==> src/rtl/fetch_unit_pkg.sv <==
// ============================================================================
// Module      : fetch_unit_pkg
// Description : Shared encodings for the instruction-fetch stage: FSM states,
//               next-PC select codes and the NOP instruction word.
// Revision    : 1.0 - initial release
// ============================================================================
`default_nettype none

package fetch_unit_pkg;

  // Fetch FSM states
  typedef enum logic [2:0] {
    S_IDLE  = 3'd0,
    S_REQ   = 3'd1,
    S_WAIT  = 3'd2,
    S_HAVE  = 3'd3,
    S_FAULT = 3'd4
  } fetch_state_t;

  // Next-PC select codes; any PCSrc with bit 1 set selects the jalr target
  localparam logic [1:0] c_PCSRC_PLUS4  = 2'b00;
  localparam logic [1:0] c_PCSRC_TARGET = 2'b01;
  localparam logic [1:0] c_PCSRC_JALR   = 2'b1?;

  // addi x0, x0, 0
  localparam logic [31:0] c_NOP = 32'h0000_0013;

endpackage

`default_nettype wire

==> src/rtl/fetch_unit_next_pc_sel.sv <==
// ============================================================================
// Module      : next_pc_sel
// Description : Combinational next-PC mux (PC+4 / PC+imm / jalr target) and
//               misaligned-target detection.
// Revision    : 1.0 - initial release
// ============================================================================
`default_nettype none

module next_pc_sel
  import fetch_unit_pkg::*;
#(
  parameter int XLEN = 32
) (
  input  logic [XLEN-1:0] i_pc,
  input  logic [XLEN-1:0] i_pc_plus4,
  input  logic [1:0]      i_pcsrc,
  input  logic [XLEN-1:0] i_imm_ext,
  input  logic [XLEN-1:0] i_alu_result,
  output logic [XLEN-1:0] o_next_pc,
  output logic            o_misaligned
);

  logic [XLEN-1:0] w_target;
  logic [XLEN-1:0] w_jalr;

  // Adds wrap modulo 2^XLEN; jalr target drops bit 0
  assign w_target = i_pc + i_imm_ext;
  assign w_jalr   = {i_alu_result[XLEN-1:1], 1'b0};

  // Select the next PC from the controller's PCSrc
  always_comb begin
    o_next_pc = i_pc_plus4;
    casez (i_pcsrc)
      c_PCSRC_PLUS4:  o_next_pc = i_pc_plus4;
      c_PCSRC_TARGET: o_next_pc = w_target;
      c_PCSRC_JALR:   o_next_pc = w_jalr;
      default:        o_next_pc = i_pc_plus4;
    endcase
  end

  // Bit 1 set means the target is not word aligned
  assign o_misaligned = o_next_pc[1];

endmodule

`default_nettype wire

==> src/rtl/fetch_unit.sv <==
// ============================================================================
// Module      : fetch_unit
// Description : Instruction-fetch stage. Owns the PC, fetches over a
//               valid/ready memory handshake, presents one instruction at a
//               time to decode, counts retired instructions and traps on
//               misaligned control-flow targets.
// Revision    : 1.0 - initial release
// ============================================================================
`default_nettype none

module fetch_unit
  import fetch_unit_pkg::*;
#(
  parameter int               XLEN     = 32,
  parameter logic [XLEN-1:0]  RESET_PC = '0
) (
  input  logic            clk,
  input  logic            reset,
  output logic            imem_req_valid,
  input  logic            imem_req_ready,
  output logic [XLEN-1:0] imem_addr,
  input  logic            imem_rsp_valid,
  input  logic [31:0]     imem_rsp_data,
  output logic [31:0]     Instr,
  output logic            instr_valid,
  input  logic            instr_ack,
  input  logic [1:0]      PCSrc,
  input  logic [XLEN-1:0] ImmExt,
  input  logic [XLEN-1:0] ALUResult,
  output logic [XLEN-1:0] PC,
  output logic [XLEN-1:0] PCPlus4,
  output logic            fetch_fault,
  output logic [31:0]     retired
);

  fetch_state_t    r_state;
  logic [XLEN-1:0] r_pc;
  logic [31:0]     r_instr;
  logic [31:0]     r_retired;
  logic            r_req_valid;
  logic            r_instr_valid;
  logic            r_fault;

  logic [XLEN-1:0] w_pc_plus4;
  logic [XLEN-1:0] w_next_pc;
  logic            w_misaligned;

  assign w_pc_plus4 = r_pc + XLEN'(4);

  next_pc_sel #(
    .XLEN (XLEN)
  ) u_next_pc_sel (
    .i_pc         (r_pc),
    .i_pc_plus4   (w_pc_plus4),
    .i_pcsrc      (PCSrc),
    .i_imm_ext    (ImmExt),
    .i_alu_result (ALUResult),
    .o_next_pc    (w_next_pc),
    .o_misaligned (w_misaligned)
  );

  // Fetch FSM with PC, instruction latch, retire counter and registered valids
  always_ff @(posedge clk) begin
    if (!reset) begin
      r_state       <= S_IDLE;
      r_pc          <= RESET_PC;
      r_instr       <= c_NOP;
      r_retired     <= '0;
      r_req_valid   <= 1'b0;
      r_instr_valid <= 1'b0;
      r_fault       <= 1'b0;
    end else begin
      case (r_state)
        S_IDLE: begin
          r_state     <= S_REQ;
          r_req_valid <= 1'b1;
        end
        S_REQ: begin
          if (imem_req_ready) begin
            r_state     <= S_WAIT;
            r_req_valid <= 1'b0;
          end
        end
        S_WAIT: begin
          if (imem_rsp_valid) begin
            r_instr       <= imem_rsp_data;
            r_state       <= S_HAVE;
            r_instr_valid <= 1'b1;
          end
        end
        S_HAVE: begin
          if (instr_ack) begin
            r_retired     <= r_retired + 32'd1;
            r_instr_valid <= 1'b0;
            if (w_misaligned) begin
              // PC keeps the faulting instruction's address for diagnosis
              r_state <= S_FAULT;
              r_fault <= 1'b1;
            end else begin
              r_pc        <= w_next_pc;
              r_state     <= S_REQ;
              r_req_valid <= 1'b1;
            end
          end
        end
        S_FAULT: begin
          r_state       <= S_FAULT;
          r_req_valid   <= 1'b0;
          r_instr_valid <= 1'b0;
          r_fault       <= 1'b1;
        end
        default: begin
          r_state       <= S_IDLE;
          r_req_valid   <= 1'b0;
          r_instr_valid <= 1'b0;
        end
      endcase
    end
  end

  assign imem_req_valid = r_req_valid;
  assign imem_addr      = r_pc;
  assign Instr          = r_instr;
  assign instr_valid    = r_instr_valid;
  assign PC             = r_pc;
  assign PCPlus4        = w_pc_plus4;
  assign fetch_fault    = r_fault;
  assign retired        = r_retired;

endmodule

`default_nettype wire

==> config.mk <==
export PLATFORM = sky130hd
export DESIGN_NAME = fetch_unit
export DESIGN_NICKNAME = d
export VERILOG_FILES = /design/src/rtl/fetch_unit_pkg.sv /design/src/rtl/fetch_unit_next_pc_sel.sv /design/src/rtl/fetch_unit.sv
export SDC_FILE = /design/constraint.sdc
export NUM_CORES = 1
export LEC_CHECK = 0
export CAP_MARGIN = 20
export CORE_MARGIN = 5
export CORE_UTILIZATION = 46
export CTS_CLUSTER_SIZE = 40
export DETAILED_ROUTE_END_ITERATION = 7
export PLACE_DENSITY_LB_ADDON = 0.08
export SYNTH_ARGS = -nofsm -noshare
export SYNTH_HDL_FRONTEND = slang
export SYNTH_SLANG_ARGS = --single-unit
export TNS_END_PERCENT = 20
==> constraint.sdc <==
create_clock -name clk -period 2.75 [get_ports clk]
set_input_delay 0.275 -clock clk [delete_from_list [all_inputs] [get_ports clk]]
set_output_delay 0.275 -clock clk [all_outputs]
set_load 0.02 [all_outputs]
==> results by group, run 1 <==
Global route
  – Initial antenna violation count: 0
  – Number of global-route vias before repair: 7527
  – Largest net degree at the start of global routing: 78
  – Grt ovf: 0
  – Global-route usage over all layers: 0.257
  – Global-route wire length before repair: 38300 µm

Route
  – DR pass1 iterations: 5
  – Final antenna-violating net count: 0
  – First DRT Iteration DRCs: 513
  – Drt total wl: 24500 µm
  – Avg Vias per Cell: 5.45
  – WL/cell: 16.9 µm
  – # DRC: 0
  – Routed via count: 7915

Placement
  – Dpl cells: 1435
  – Routability cong.: 0.952
  – Post-Place Worst Slack: -0.226 ns
  – Post-Place Cell Area: 0.0105 mm²
  – DP Wirelength: 19200 µm
  – Port Buffers: 261

Timing
  – Final setup skew: 0.00967 ns
  – Max-slew violation count: 0
  – Tmin final: 2.67 ns
  – Hold Worst Slack: 0.436 ns
  – Final setup TNS: 0 ns
  – Crit share post-route: 0.969
  – Rel. slew slack: 0.574
  – Final worst slack: 0.0844 ns
  – Slew at the pin closest to its max-slew limit: 0.639 ns
  – Setup Viol. Count Final: 0
  – Final Hold Vio Count: 0
  – FMAX: 375 MHz
  – RSZ-0062 raised after global routing: true

Finish
  – Non-Filler Instances: 1451
  – Final nets: 1371
  – Post-layout util: 0.707
  – Post-route cell area: 0.0108 mm²
  – Layout cells sized above 1: 0.140
  – # diodes: 0
  – Area Overhead vs Synth: 50.1%

Logic synthesis
  – Post-Syn Area per Cell: 7.75 µm²
  – Post-synth cell types: 80
  – Leading register cell type out of synthesis: dfxtp_1
  – Synth Cell Area: 0.00722 mm²
  – Top cell type's share of synthesized area: 0.280
  – Post-synthesis async set-or-reset flop share: 0
  – Yosys reg bits: 101
  – Mapped Cells: 931
  – Top post-synthesis cells by area: dfxtp_1, nand2_1, xnor2_1, ha_1, o21ai_0
  – Post-synth EDFFs: 0
  – Post-synthesis sequential area ratio: 0.280
  – Yosys top cell by area: dfxtp_1
  – Synth Warn #: 0

Worst hold path
  – Hold Path Class: in -> reg

CTS
  – Worst-case clock buffer depth: 2
  – Post-CTS Hold Buffers: 0
  – Clk Latency, worst-skew pair: 0.35 ns
  – Worst-path clk slew: 0.08 ns
  – Root Driver: clkbuf_16
  – Setup bufs post-CTS: 0
  – TritonCTS Buffers: 9
  – Clock Sinks: 101
  – CTS tree: done
  – CTS H-tree lvls: 3

Power
  – Peak VDD IR: 274 µV
  – Leakage power: 4.46 nW
  – Tot Pwr: 3.43 mW
  – Power Density: 316 mW/mm²

Worst setup path
  – R2R setup slack: 0.08 ns
  – Crit Path Class: reg -> reg
  – Worst setup EP type: flip-flop
  – Maximum fanout along the worst path: 5
  – CP arrival: 2.96 ns
  – CP Launch Type: flip-flop
  – Worst Path Required: 3.04 ns

Floorplan
  – Die ar.: 0.0183 mm²
  – Die width: 135 µm
  – Ports: 266
  – Die height: 135 µm
  – Core footprint: 0.0153 mm²
  – Initial Util: 0.471
  – Row cnt: 45

Run
  – Max_cap viols: 0

Outcome
  – Status: complete, no violations
==> path summary, 6_finish.rpt <==
check	from	to	cells past startpoint
max	PC[11]	PC[30]	10
min reg2reg	Instr[5]	Instr[5]	2
min	reset	PC[2]	3
max reg2reg	PC[11]	PC[30]	10
==> cells in the mapped netlist (9+ instances only) <==
cell and n:
nor2_1 57, buf_4 35, nand4_1 12, a21o_1 15, o21ai_0 68, ha_1 33, xnor2_1 55, a21oi_1 39
nand2_1 150, xor2_1 25, a21boi_0 40, inv_1 12, dfxtp_1 101, nand3_1 38, clkbuf_1 36, a22oi_1 9
and2_1 31, and3_1 16
==> cell usage in the layout, fill, tap and decap left out, drive strengths merged, types with 38 or more instances in the layout <==
cell           netlist  final
a21boi              40     40
clkdlybuf4s50        0    241
buf                 45    116
nand2              152    152
nand3               38     38
o21ai               70     70
xnor2               55     55
dfxtp              101    101
a21oi               40     40
nor2                59     59
==> report_power, final <==
part	leakage, nW	switching (mW)	internal, mW
sequential	0.816	0.0212	1.48
combinational	3.50	0.321	0.339
clock	0.138	0.629	0.633
==> critical path, cell delays in order (launching register included) <==
cell,delay [ns]
dfxtp_1,0.36
buf_4,0.17
ha_1,0.30
nand2_2,0.07
or4_4,0.55
nor3b_2,0.23
o21ai_2,0.13
a2111oi_4,0.39
nor3_1,0.09
nand3b_1,0.18
a21oi_1,0.14
==> cells by family (layout without fill, tap and decap cells) <==
group / after synthesis / after routing / synth area share
multiplexers: 7 / 7 / 0.00988
adder cells (fa/ha/maj): 33 / 33 / 0.0572
other: 1 / 3 / 0.000520
AND/OR/NAND/NOR: 361 / 361 / 0.244
AO/OA/AOI/OAI: 252 / 252 / 0.238
flip-flops: 101 / 101 / 0.280
buffers and inverters: 96 / 403 / 0.0735
XOR/XNOR: 80 / 80 / 0.0971
==> layer usage <==
| metal | track usage | wire, µm |
|---|---|---|
| met5 | 0 | 0 |
| met4 | 0.0739 | 509 |
| met3 | 0.0710 | 2390 |
| met2 | 0.412 | 11100 |
| met1 | 0.338 | 10500 |
==> cell type report <==
| cell class | instances | area [µm²] |
|---|---|---|
| clock inverter | 6 | 57.6 |
| timing repair buffer | 374 | 3470 |
| tap | 211 | 264 |
| clock buffer | 10 | 229 |
| multi-input combinational | 736 | 4740 |
| sequential | 101 | 2020 |
| inverter | 13 | 48.8 |
| fill | 1322 | 4480 |
==> timing repair <==
| item | 4_1_cts | 5_1_grt |
|---|---|---|
| gates resized for setup | 30 | 19 |
| cloned | 0 | 0 |
| setup endpoints to repair | 16 | 20 |
| pin swaps | 0 | 2 |
==> registers in the layout, indices dropped and copies added (netlist names) <==
name / flops
Instr: 32
retired: 32
PC: 31
r_state: 3
fetch_fault: 1
imem_req_valid: 1
instr_valid: 1
Note: power is estimated with default switching activity, not from simulation.
==> inputs of run 2 (changes only) <==
--- a/config.mk
+++ b/config.mk
@@ -11,6 +11,7 @@
 export CTS_CLUSTER_SIZE = 40
 export DETAILED_ROUTE_END_ITERATION = 7
 export PLACE_DENSITY_LB_ADDON = 0.08
+export REMOVE_ABC_BUFFERS = 1
 export SYNTH_ARGS = -nofsm -noshare
 export SYNTH_HDL_FRONTEND = slang
 export SYNTH_SLANG_ARGS = --single-unit
==> results by group, run 2 (synthesis gave the netlist of run 1 again) <==
Route
  – WL/cell: 16.7 µm (was 16.9 µm)
  – Avg Vias per Cell: 5.42 (was 5.45)
  – Final antenna-violating net count: 0 (unchanged)
  – Drt total wl: 24100 µm (was 24500 µm)
  – # DRC: 0 (unchanged)
  – First DRT Iteration DRCs: 432 (was 513)
  – Routed via count: 7809 (was 7915)
  – DR pass1 iterations: 6 (was 5)

Floorplan
  – Die height: 135 µm (unchanged)
  – Row cnt: 45 (unchanged)
  – Ports: 266 (unchanged)
  – Die ar.: 0.0183 mm² (unchanged)
  – Die width: 135 µm (unchanged)
  – Initial Util: 0.471 (unchanged)
  – Core footprint: 0.0153 mm² (unchanged)

CTS
  – Setup bufs post-CTS: 0 (unchanged)
  – Post-CTS Hold Buffers: 0 (unchanged)
  – CTS tree: done (unchanged)
  – Root Driver: clkbuf_16 (unchanged)
  – Worst-path clk slew: 0.08 ns (about the same)
  – Worst-case clock buffer depth: 2 (unchanged)
  – Clock Sinks: 101 (unchanged)
  – Clk Latency, worst-skew pair: 0.35 ns (about the same)
  – TritonCTS Buffers: 9 (unchanged)
  – CTS H-tree lvls: 3 (unchanged)

Worst setup path
  – CP Launch Type: flip-flop (unchanged)
  – Crit Path Class: reg -> reg (unchanged)
  – Worst Path Required: 2.99 ns (was 3.04 ns)
  – Crit-path cells: buf_4, ha_1, o21ai_0, a221oi_2, a311oi_1, buf_4, o31ai_2, a221oi_1, a21boi_0, a211o_1 (was buf_4, ha_1, nand2_2, or4_4, nor3b_2, o21ai_2, a2111oi_4, nor3_1, nand3b_1, a21oi_1)
  – Max stage delay on crit path: 0.41 ns (was 0.55 ns)
  – Worst path bufs/invs: 2 (was 1)
  – Maximum fanout along the worst path: 7 (was 5)
  – CP max-delay cell: a221oi_2 (was or4_4)
  – CP arrival: 2.87 ns (was 2.96 ns)
  – Cell family with most CP delay: compound AO/OA/AOI/OAI gates (was simple AND/OR/NAND/NOR gates)
  – R2R setup slack: 0.12 ns (was 0.08 ns)
  – R2r endpoint: PC[31] (was PC[30])
  – Cells on worst reg2reg path: 10 (unchanged)
  – Worst setup EP type: flip-flop (unchanged)
  – CP most frequent cell: buf_4
  – Worst r2r src: PC[4] (was PC[11])

Placement
  – Post-Place Cell Area: 0.0104 mm² (was 0.0105 mm²)
  – DP Wirelength: 18800 µm (was 19200 µm)
  – Post-Place Worst Slack: -0.131 ns (was -0.226 ns)
  – Routability cong.: 0.984 (was 0.952)
  – Port Buffers: 261 (unchanged)

Timing
  – Setup Viol. Count Final: 0 (unchanged)
  – Max-slew violation count: 0 (unchanged)
  – Tmin final: 2.63 ns (was 2.67 ns)
  – Crit share post-route: 0.956 (was 0.969)
  – Final setup skew: 0.00654 ns (was 0.00967 ns)
  – Final worst slack: 0.121 ns (was 0.0844 ns)
  – Final Hold Vio Count: 0 (unchanged)
  – RSZ-0062 raised after global routing: true (unchanged)
  – Rel. slew slack: 0.440 (was 0.574)
  – FMAX: 380 MHz (was 375 MHz)
  – Slew at the pin closest to its max-slew limit: 0.838 ns (was 0.639 ns)

Finish
  – Post-layout util: 0.698 (was 0.707)
  – # diodes: 0 (unchanged)
  – Area Overhead vs Synth: 48.1% (was 50.1%)
  – Most frequent cells in the layout: clkdlybuf4s50_1, nand2_1, dfxtp_1, buf_4, o21ai_0 (was clkdlybuf4s50_1, nand2_1, buf_4, dfxtp_1, o21ai_0)
  – Post-route cell area: 0.0107 mm² (was 0.0108 mm²)
  – Commonest non-fill, non-tap cell in the layout: clkdlybuf4s50_1 (unchanged)
  – Fillcell total: 1373 (was 1322)
  – Layout cells sized above 1: 0.124 (was 0.140)
  – Final nets: 1360 (was 1371)

Power
  – Leakage power: 4.32 nW (was 4.46 nW)
  – Power Density: 318 mW/mm² (was 316 mW/mm²)
  – Peak VDD IR: 279 µV (was 274 µV)

Global route
  – Largest net degree at the start of global routing: 81 (was 78)
  – Number of global-route vias before repair: 7582 (was 7527)
  – Grt ovf: 0 (unchanged)
  – Initial antenna violation count: 0 (unchanged)
  – Global-route wire length before repair: 38000 µm (was 38300 µm)
  – Global-route usage over all layers: 0.255 (was 0.257)

Run
  – Max_cap viols: 0 (unchanged)

Outcome
  – Status: complete, no violations (unchanged)

Worst hold path
  – Hold Path End: PC[21] (was PC[2])
  – Hold depth: 4 (was 3)
  – Hold Path Class: in -> reg (unchanged)
  – Hold Crit Start: reset (unchanged)
==> run 2: changes by cell type in the layout (fill, tap and decap cells not counted), sizes merged <==
cell,delta
buf,-13
clkdlybuf4s50,+1
clkbuf,+3
dlygate4sd2,+3
dlymetal6s2s,-2
clkdlybuf4s15,-3
clkinv,-1
clkinvlp,+1
==> run 2: worst max-delay path by stage <==
stage              start     endpoint  cells after the start
3_5_place_dp   ImmExt[3]       PC[31]                     10
3_3_place_gp   ImmExt[3]       PC[31]                     10
4_1_cts           PC[10]  PCPlus4[31]                      7
5_1_grt            PC[2]       PC[31]                      9
2_1_floorplan      PC[0]       PC[31]                      8
6_report           PC[4]       PC[31]                     10
==> run 2: stage by stage <==
step | power (mW) | setup TNS (ns) | hold WS [ns] | cells
after global routing | 3.53 | -0.255 | 0.447 | 1440
after CTS | 3.42 | 0 | 0.430 | 1440
final | 3.40 | 0 | 0.445 | 1440
after detailed placement | 2.19 | -0.446 | 0.456 | 1424
after floorplan | 1.81 | -0.513 | 0.347 | 850
after global placement | 2.18 | -0.260 | 0.447 | 1424
==> run 2: tightest hold or removal path, stage by stage <==
cell     delay, ns
buf_2         0.11
buf_4         0.21
nand2_1       0.08
o21ai_0       0.06
==> run 2: report_power, final <==
group	internal (mW)	switching [mW]	leakage, nW
Clock	0.631	0.608	0.132
Sequential	1.48	0.0216	0.816
Combinational	0.336	0.314	3.37
==> run 2: layout make-up <==
cell class / instances / area [µm²] / area share
clock buffers: 10 / 229 / 0.0214
well taps: 211 / 264 / 0.0247
inverters: 13 / 48.8 / 0.00457
clock inverters: 6 / 57.6 / 0.00538
multi-input cells: 736 / 4690 / 0.439
repair buffers: 363 / 3370 / 0.315
flip-flops and latches: 101 / 2020 / 0.189
==> run 2: what timing repair did <==
action,4_1_cts,5_1_grt
resized for setup,19,12
setup endpoints to repair,18,9
pin swaps,0,1
==> run 2: metal layers <==
metal  part of all wire  GRT usage  up-vias  routed length (µm)
met3              0.069     0.0546       49                1650
li1                   -          -     3843                   -
met1               0.44      0.328     3627               10500
met4              0.027     0.0823        0                 645
met2               0.47      0.427      290               11300
met5                  0          0        -                   0
